`config.mk`:
```
export PLATFORM = sky130hd
export DESIGN_NAME = fetch_stage
export DESIGN_NICKNAME = d
export VERILOG_FILES = /design/src/rtl/mips_pkg.sv /design/src/rtl/if_id_reg.sv /design/src/rtl/fetch_stage.sv
export SDC_FILE = /design/constraint.sdc
export NUM_CORES = 1
export LEC_CHECK = 0
export BUFFER_PORTS_ARGS = -buffer_cell sky130_fd_sc_hd__buf_2
export CAP_MARGIN = 10
export CORE_ASPECT_RATIO = 0.9
export CORE_MARGIN = 10
export CORE_UTILIZATION = 50
export CTS_BUF_LIST = sky130_fd_sc_hd__clkbuf_8 sky130_fd_sc_hd__clkbuf_16
export DETAILED_ROUTE_END_ITERATION = 10
export GPL_ROUTABILITY_DRIVEN = 0
export PLACE_DENSITY_LB_ADDON = 0.1
export SLEW_MARGIN = 25
export SYNTH_ARGS = -nofsm -noshare
export SYNTH_HDL_FRONTEND = slang
export SYNTH_SLANG_ARGS = --single-unit
```
`constraint.sdc`:
```
create_clock -name clk -period 15.9 [get_ports clk]
set_input_delay 0.795 -clock clk [delete_from_list [all_inputs] [get_ports clk]]
set_output_delay 0.795 -clock clk [all_outputs]
set_load 0.1 [all_outputs]
```
`src/rtl/mips_pkg.sv`:
```
// rtl/mips_pkg.sv - shared constants, types and helpers for the MIPS core
//
// Contents:
//   RESET_VECTOR      default program counter after reset
//   *_MSB / *_LSB     instruction field positions
//   ST_REQ/HOLD/DRAIN fetch FSM state encoding (2 bits)
//   ifid_t            {instruction, pc+4} pair held in IF/ID and the skid buffer
//   align_word()      clears the byte-offset bits of an address
package mips_pkg;

    localparam logic [31:0] RESET_VECTOR = 32'h0000_0000;

    localparam int OPCODE_MSB = 31;
    localparam int OPCODE_LSB = 26;
    localparam int RS_MSB     = 25;
    localparam int RS_LSB     = 21;
    localparam int RT_MSB     = 20;
    localparam int RT_LSB     = 16;
    localparam int RD_MSB     = 15;
    localparam int RD_LSB     = 11;
    localparam int SHAMT_MSB  = 10;
    localparam int SHAMT_LSB  = 6;
    localparam int FUNCT_MSB  = 5;
    localparam int FUNCT_LSB  = 0;
    localparam int IMM_MSB    = 15;
    localparam int IMM_LSB    = 0;

    localparam logic [1:0] ST_REQ   = 2'd0;
    localparam logic [1:0] ST_HOLD  = 2'd1;
    localparam logic [1:0] ST_DRAIN = 2'd2;

    typedef struct packed {
        logic [31:0] instr;
        logic [31:0] pc4;
    } ifid_t;

    function automatic logic [31:0] align_word(input logic [31:0] addr);
        return addr & 32'hFFFF_FFFC;
    endfunction

endpackage

```
`src/rtl/if_id_reg.sv`:
```
// rtl/if_id_reg.sv - IF/ID pipeline register with a one-entry skid buffer
//
// Ports:
//   clk, rst        clock, asynchronous active-high reset
//   load            capture din into IF/ID, mark valid
//   park            capture din into the skid buffer
//   unpark          move the skid buffer into IF/ID
//   bubble          mark IF/ID empty, contents kept
//   flush           mark IF/ID empty and drop the skid buffer (highest priority)
//   din             incoming {instruction, pc+4}
//   id_valid        IF/ID holds a live instruction
//   id_instr/id_pc4 registered instruction and its pc+4
//   id_opcode..id_imm16  field slices of id_instr
module if_id_reg
    import mips_pkg::*;
(
    input  logic        clk,
    input  logic        rst,
    input  logic        load,
    input  logic        park,
    input  logic        unpark,
    input  logic        bubble,
    input  logic        flush,
    input  ifid_t       din,
    output logic        id_valid,
    output logic [31:0] id_instr,
    output logic [31:0] id_pc4,
    output logic [5:0]  id_opcode,
    output logic [4:0]  id_rs,
    output logic [4:0]  id_rt,
    output logic [4:0]  id_rd,
    output logic [4:0]  id_shamt,
    output logic [5:0]  id_funct,
    output logic [15:0] id_imm16
);

    ifid_t skid;
    logic  skid_valid;

    always_ff @(posedge clk or posedge rst) begin
        if (rst) begin
            id_valid   <= 1'b0;
            id_instr   <= 32'h0;
            id_pc4     <= 32'h0;
            skid       <= '0;
            skid_valid <= 1'b0;
        end else if (flush) begin
            id_valid   <= 1'b0;
            skid_valid <= 1'b0;
        end else begin
            if (load) begin
                id_instr <= din.instr;
                id_pc4   <= din.pc4;
                id_valid <= 1'b1;
            end else if (unpark) begin
                id_instr   <= skid.instr;
                id_pc4     <= skid.pc4;
                id_valid   <= skid_valid;
                skid_valid <= 1'b0;
            end else if (bubble) begin
                id_valid <= 1'b0;
            end
            // park and unpark are never raised together by the fetch FSM
            if (park) begin
                skid       <= din;
                skid_valid <= 1'b1;
            end
        end
    end

    assign id_opcode = id_instr[OPCODE_MSB:OPCODE_LSB];
    assign id_rs     = id_instr[RS_MSB:RS_LSB];
    assign id_rt     = id_instr[RT_MSB:RT_LSB];
    assign id_rd     = id_instr[RD_MSB:RD_LSB];
    assign id_shamt  = id_instr[SHAMT_MSB:SHAMT_LSB];
    assign id_funct  = id_instr[FUNCT_MSB:FUNCT_LSB];
    assign id_imm16  = id_instr[IMM_MSB:IMM_LSB];

endmodule

```
`src/rtl/fetch_stage.sv`:
```
// rtl/fetch_stage.sv - MIPS instruction fetch: PC, imem handshake, IF/ID register
//
// Optional feature macro: FETCH_ALIGN_CHECK_EN (sticky misaligned-redirect flag)
//
// Parameters:
//   RESET_PC        PC and fetch address loaded on reset
// Ports:
//   clk, rst        clock, asynchronous active-high reset
//   imem_req        registered read request
//   imem_addr       registered word address, stable while a request is unacked
//   imem_ack        read data valid, ends the request
//   imem_rdata      instruction word
//   stall           decode cannot accept; IF/ID holds
//   redirect        taken branch/jump, restart fetch at redirect_pc
//   redirect_pc     new PC (bits [1:0] ignored for addressing)
//   id_valid..id_imm16  IF/ID outputs and field slices
//   misalign_err    sticky misaligned-redirect flag (0 unless feature enabled)
module fetch_stage
    import mips_pkg::*;
#(
    parameter logic [31:0] RESET_PC = RESET_VECTOR
) (
    input  logic        clk,
    input  logic        rst,
    output logic        imem_req,
    output logic [31:0] imem_addr,
    input  logic        imem_ack,
    input  logic [31:0] imem_rdata,
    input  logic        stall,
    input  logic        redirect,
    input  logic [31:0] redirect_pc,
    output logic        id_valid,
    output logic [31:0] id_instr,
    output logic [31:0] id_pc4,
    output logic [5:0]  id_opcode,
    output logic [4:0]  id_rs,
    output logic [4:0]  id_rt,
    output logic [4:0]  id_rd,
    output logic [4:0]  id_shamt,
    output logic [5:0]  id_funct,
    output logic [15:0] id_imm16,
    output logic        misalign_err
);

    logic [1:0]  state;
    logic [31:0] pc;
    logic [31:0] target;
    logic [31:0] addr_next;
    logic        ack_v;
    logic        load, park, unpark, bubble;
    ifid_t       din;

    // An ack with no request outstanding (e.g. left over from before reset) is ignored.
    assign ack_v     = imem_ack & imem_req;
    assign target    = align_word(redirect_pc);
    assign addr_next = imem_addr + 32'd4;
    assign din       = '{instr: imem_rdata, pc4: addr_next};

    always_comb begin
        load   = 1'b0;
        park   = 1'b0;
        unpark = 1'b0;
        bubble = 1'b0;
        if (!redirect) begin
            case (state)
                ST_REQ: begin
                    load   = ack_v & ~stall;
                    park   = ack_v & stall;
                    bubble = ~ack_v & ~stall;
                end
                ST_HOLD:  unpark = ~stall;
                ST_DRAIN: bubble = 1'b1;
                default:  bubble = 1'b1;
            endcase
        end
    end

    always_ff @(posedge clk or posedge rst) begin
        if (rst) begin
            state     <= ST_REQ;
            pc        <= RESET_PC;
            imem_req  <= 1'b0;
            imem_addr <= RESET_PC;
        end else if (redirect) begin
            pc <= target;
            case (state)
                ST_REQ: begin
                    // A pending request is never withdrawn: wait it out in DRAIN.
                    if (imem_req && !imem_ack) begin
                        state <= ST_DRAIN;
                    end else begin
                        imem_addr <= target;
                        imem_req  <= 1'b1;
                    end
                end
                ST_DRAIN: begin
                    if (ack_v) begin
                        imem_addr <= target;
                        state     <= ST_REQ;
                    end
                end
                default: begin
                    imem_addr <= target;
                    imem_req  <= 1'b1;
                    state     <= ST_REQ;
                end
            endcase
        end else begin
            case (state)
                ST_REQ: begin
                    if (!imem_req) begin
                        imem_req <= 1'b1;
                    end else if (imem_ack) begin
                        imem_addr <= addr_next;
                        pc        <= addr_next;
                        if (stall) begin
                            imem_req <= 1'b0;
                            state    <= ST_HOLD;
                        end
                    end
                end
                ST_HOLD: begin
                    if (!stall) begin
                        imem_req <= 1'b1;
                        state    <= ST_REQ;
                    end
                end
                ST_DRAIN: begin
                    if (ack_v) begin
                        imem_addr <= pc;
                        state     <= ST_REQ;
                    end
                end
                default: state <= ST_REQ;
            endcase
        end
    end

    if_id_reg u_if_id (
        .clk      (clk),
        .rst      (rst),
        .load     (load),
        .park     (park),
        .unpark   (unpark),
        .bubble   (bubble),
        .flush    (redirect),
        .din      (din),
        .id_valid (id_valid),
        .id_instr (id_instr),
        .id_pc4   (id_pc4),
        .id_opcode(id_opcode),
        .id_rs    (id_rs),
        .id_rt    (id_rt),
        .id_rd    (id_rd),
        .id_shamt (id_shamt),
        .id_funct (id_funct),
        .id_imm16 (id_imm16)
    );

`ifdef FETCH_ALIGN_CHECK_EN
    logic misalign_q;

    always_ff @(posedge clk or posedge rst) begin
        if (rst) begin
            misalign_q <= 1'b0;
        end else if (redirect && (redirect_pc[1:0] != 2'b00)) begin
            misalign_q <= 1'b1;
        end
    end

    assign misalign_err = misalign_q;
`else
    assign misalign_err = 1'b0;
`endif

endmodule

```
==> flow_metrics.env <==
export IMPL_place_detailed_hpwl_um=18290
export IMPL_yosysUniqueCellTypes=62
export IMPL_hp_class="flop to flop"
export IMPL_max_slew_margin_pct=30.15
export IMPL_grt_first_pass_wirelength_um=44200
export IMPL_synth_seq_area_share_pct=50.73
export IMPL_cp_common_cell="buf_4"
export IMPL_cts_root_buf="clkbuf_16"
export IMPL_clk_pin_slew_ns=0.07
export IMPL_power_density_nw_per_um2=231.6
export IMPL_cp_required_ns=16.25
export IMPL_via_per_inst=5.705
export IMPL_nets=1208
export IMPL_vdd_ir_drop_max_mv=0.1808
export IMPL_num_vias=7999
export IMPL_slew_violations=0
export IMPL_drive_gt1_share_pct=26.59
export IMPL_critPathMaxStageDelay_ns=0.56
export IMPL_synth_area_leaders="dfrtp_1, nand2_1, mux2_2"
export IMPL_syn_to_final_growth_pct=15.14
export IMPL_dpl_cell_area_um2=10530
export IMPL_crit_arrival_ns=3.59
export IMPL_rsz0062_at_grt="false"
export IMPL_path_class="primary input to flop"
export IMPL_route_detailed_wl_per_inst_um=19.66
export IMPL_postRouteAntennaNets=0
export IMPL_ys_seq_elements=197
export IMPL_power_mw=2.591
export IMPL_numPortBuffers=212
export IMPL_finClkSkew_ns=0.01483
export IMPL_grt_usage_pct=21.20
export IMPL_cts_sinks=197
export IMPL_fp_dieW_um=166.9
export IMPL_critPathMaxFanout=65
export IMPL_worst_pin_slew_ns=1.047
export IMPL_cts_buffers=17
export IMPL_dr_pass1_iters=7
export IMPL_ios=216
export IMPL_status="completed"
export IMPL_synth_enable_flop_cells=0
export IMPL_start_util_pct=50.72
export IMPL_drt_total_wl_um=27570
export IMPL_cts_buffer_depth=2
export IMPL_core_rowCount=48
export IMPL_final_util_pct=58.40
export IMPL_cp_start_kind="primary input"
export IMPL_cp_depth=9
export IMPL_die_h_um=152.3
export IMPL_grt_max_degree=133
export IMPL_async_flop_share_pct=100.0
export IMPL_cts_repair_resized=0
export IMPL_core_area_um2=19160
export IMPL_syn_inst=1018
export IMPL_cts_tree="yes"
export IMPL_synth_warnings=0
export IMPL_drc_errors=0
export IMPL_syn_mean_instance_area_um2=9.545
export IMPL_fp_dieArea_um2=25420
export IMPL_syn_nets=1088
export IMPL_endpoint_kind="flop"
export IMPL_first_global_vias=7992
export IMPL_maxCapViolCount=0
export IMPL_period_share_pct=20.39
export IMPL_cp_cell_sequence="buf_2 > buf_4 > nor3_1 > and2_2 > buf_4 > nor2_4 > buf_16 > a22oi_1 > o21ai_1"
export IMPL_cts_hold_buffers=0
export IMPL_grt_overflow_total=0
export IMPL_htree_levels=4
export IMPL_synth_top_cell_area_share_pct=50.73
export IMPL_path_delay_family="buffers and inverters"
export IMPL_hold_depth=2
export IMPL_clock_fmax_mhz=308.4
export IMPL_drt_iter0_markers=630
export IMPL_yosys_area_top_type="dfrtp_1"
export IMPL_cpMaxStageDelayCell="buf_4"
export IMPL_min_period_ns=3.242
export IMPL_path_buf_inv=4
export IMPL_leakagePower_nw=5.260
export IMPL_syn_cell_area_um2=9717
export IMPL_final_setup_tns_ns=0
export IMPL_antenna_found_initial=1
export IMPL_stdcell_area_um2=11190
export IMPL_clock_latency_ns=0.43
export IMPL_reg2reg_depth=5
export IMPL_cts_setup_buffers=0
export IMPL_synth_flop_cell="dfrtp_1"
export IMPL_finalHoldViolations=0
export IMPL_setup_violations=0
==> worst paths after layout <==
path	startpoint	end	slack, ns
worst min-delay path	u_if_id.skid[36]$_DFFE_PP0P_	u_if_id.id_instr[4]$_DFFE_PP0P_	0.48
worst max-delay path	redirect	u_if_id.id_pc4[18]$_DFFE_PP0P_	12.66
max in group asynchronous	rst	u_if_id.skid[25]$_DFFE_PP0P_	13.92
min in group asynchronous	rst	pc[25]$_DFFE_PP0P_	0.59
worst max register to register	state[0]$_DFFE_PP0P_	imem_addr[22]$_DFFE_PP0P_	13.07
worst min register to register	u_if_id.skid[36]$_DFFE_PP0P_	u_if_id.id_instr[4]$_DFFE_PP0P_	0.48
==> metrics by stage <==
| stage | setup WS (ns) | hold slack (ns) | cells |
|---|---|---|---|
| 3_5_place_dp | 11.97 | 0.4677 | 1368 |
| 6_report | 12.66 | 0.4797 | 1402 |
| 3_3_place_gp | 12.01 | 0.4633 | 1368 |
| 5_1_grt | 12.45 | 0.5093 | 1401 |
| 4_1_cts | 12.40 | 0.4812 | 1400 |
| 2_1_floorplan | 9.736 | 0.4497 | 1018 |
==> logic make-up (layout without fill, tap and decap cells) <==
kind of cell	Yosys count	in the layout	synth area share [%]
compound gates	252	252	16.84
xor+xnor	23	23	2.073
fa+ha+maj	1	1	0.1287
buf+inv	131	264	7.237
flops	197	197	50.73
mux	49	49	5.589
other cells	1	2	0.03859
simple gates	364	364	17.36
==> power by group <==
group | leakage, nW | switching, mW | total [mW] | internal, mW
logic | 2.56 | 1.14 | 1.36 | 0.216
clock network | 0.299 | 0.205 | 0.457 | 0.252
registers | 2.40 | 0.122 | 0.774 | 0.652
total | 5.26 | 1.47 | 2.59 | 1.12
==> registers in the layout, indices dropped and copies added (netlist names), 2 cells and up <==
register / cells
state: 2
pc: 32
imem_addr: 32
u_if_id.id_instr: 32
u_if_id.id_pc4: 32
u_if_id.skid: 64
==> layer usage <==
| metal | track usage, % | wire (µm) | up-vias |
|---|---|---|---|
| met2 | 33.97 | 13310 | 240 |
| li1 | - | - | 3813 |
| met4 | 6.101 | 450 | 0 |
| met5 | 0 | 0 | - |
| met1 | 28.04 | 12040 | 3923 |
| met3 | 4.951 | 1763 | 23 |
==> layout make-up <==
cell class	instances	area, µm²
fill	1716	7970
clock buffer	17	425.4
inverter	9	41.29
timing repair buffer	223	1164
sequential	197	4930
tap	250	312.8
clock inverter	15	198.9
antenna	1	2.502
multi-input combinational	690	4114
==> synthesized netlist by cell type (all sizes together), types with 4 or more instances <==
| cell | n |
|---|---|
| a21o | 4 |
| a21oi | 38 |
| a221oi | 5 |
| a22o | 8 |
| a22oi | 43 |
| a31oi | 19 |
| and3 | 27 |
| buf | 76 |
| clkbuf | 46 |
| dfrtp | 197 |
| inv | 8 |
| mux2 | 42 |
| mux2i | 7 |
| nand2 | 193 |
| nand2b | 4 |
| nand3 | 11 |
| nand4 | 11 |
| nor2 | 58 |
| nor3 | 29 |
| nor4 | 16 |
| o211ai | 4 |
| o21ai | 79 |
| o22ai | 4 |
| o2bb2ai | 12 |
| o31a | 5 |
| o31ai | 6 |
| xnor2 | 14 |
| xor2 | 9 |
==> worst reg2reg max path, cell delays in order (launching register included) <==
cell,delay [ns]
dfrtp_1,0.49
nand2b_1,0.65
nand2_1,0.81
nor4_1,0.54
a221oi_1,0.09
o2bb2ai_1,0.19
==> cell usage in the layout, fill, tap and decap left out, types with 29 or more instances in the layout <==
cell type and instances:
a21oi_1 38, o21ai_1 32, nand2_1 192, a22oi_1 43
nor2_1 56, mux2_2 35, nor3_1 29, dfrtp_1 197
buf_2 212, o21ai_0 46
Power figures use the tool's default switching activity.
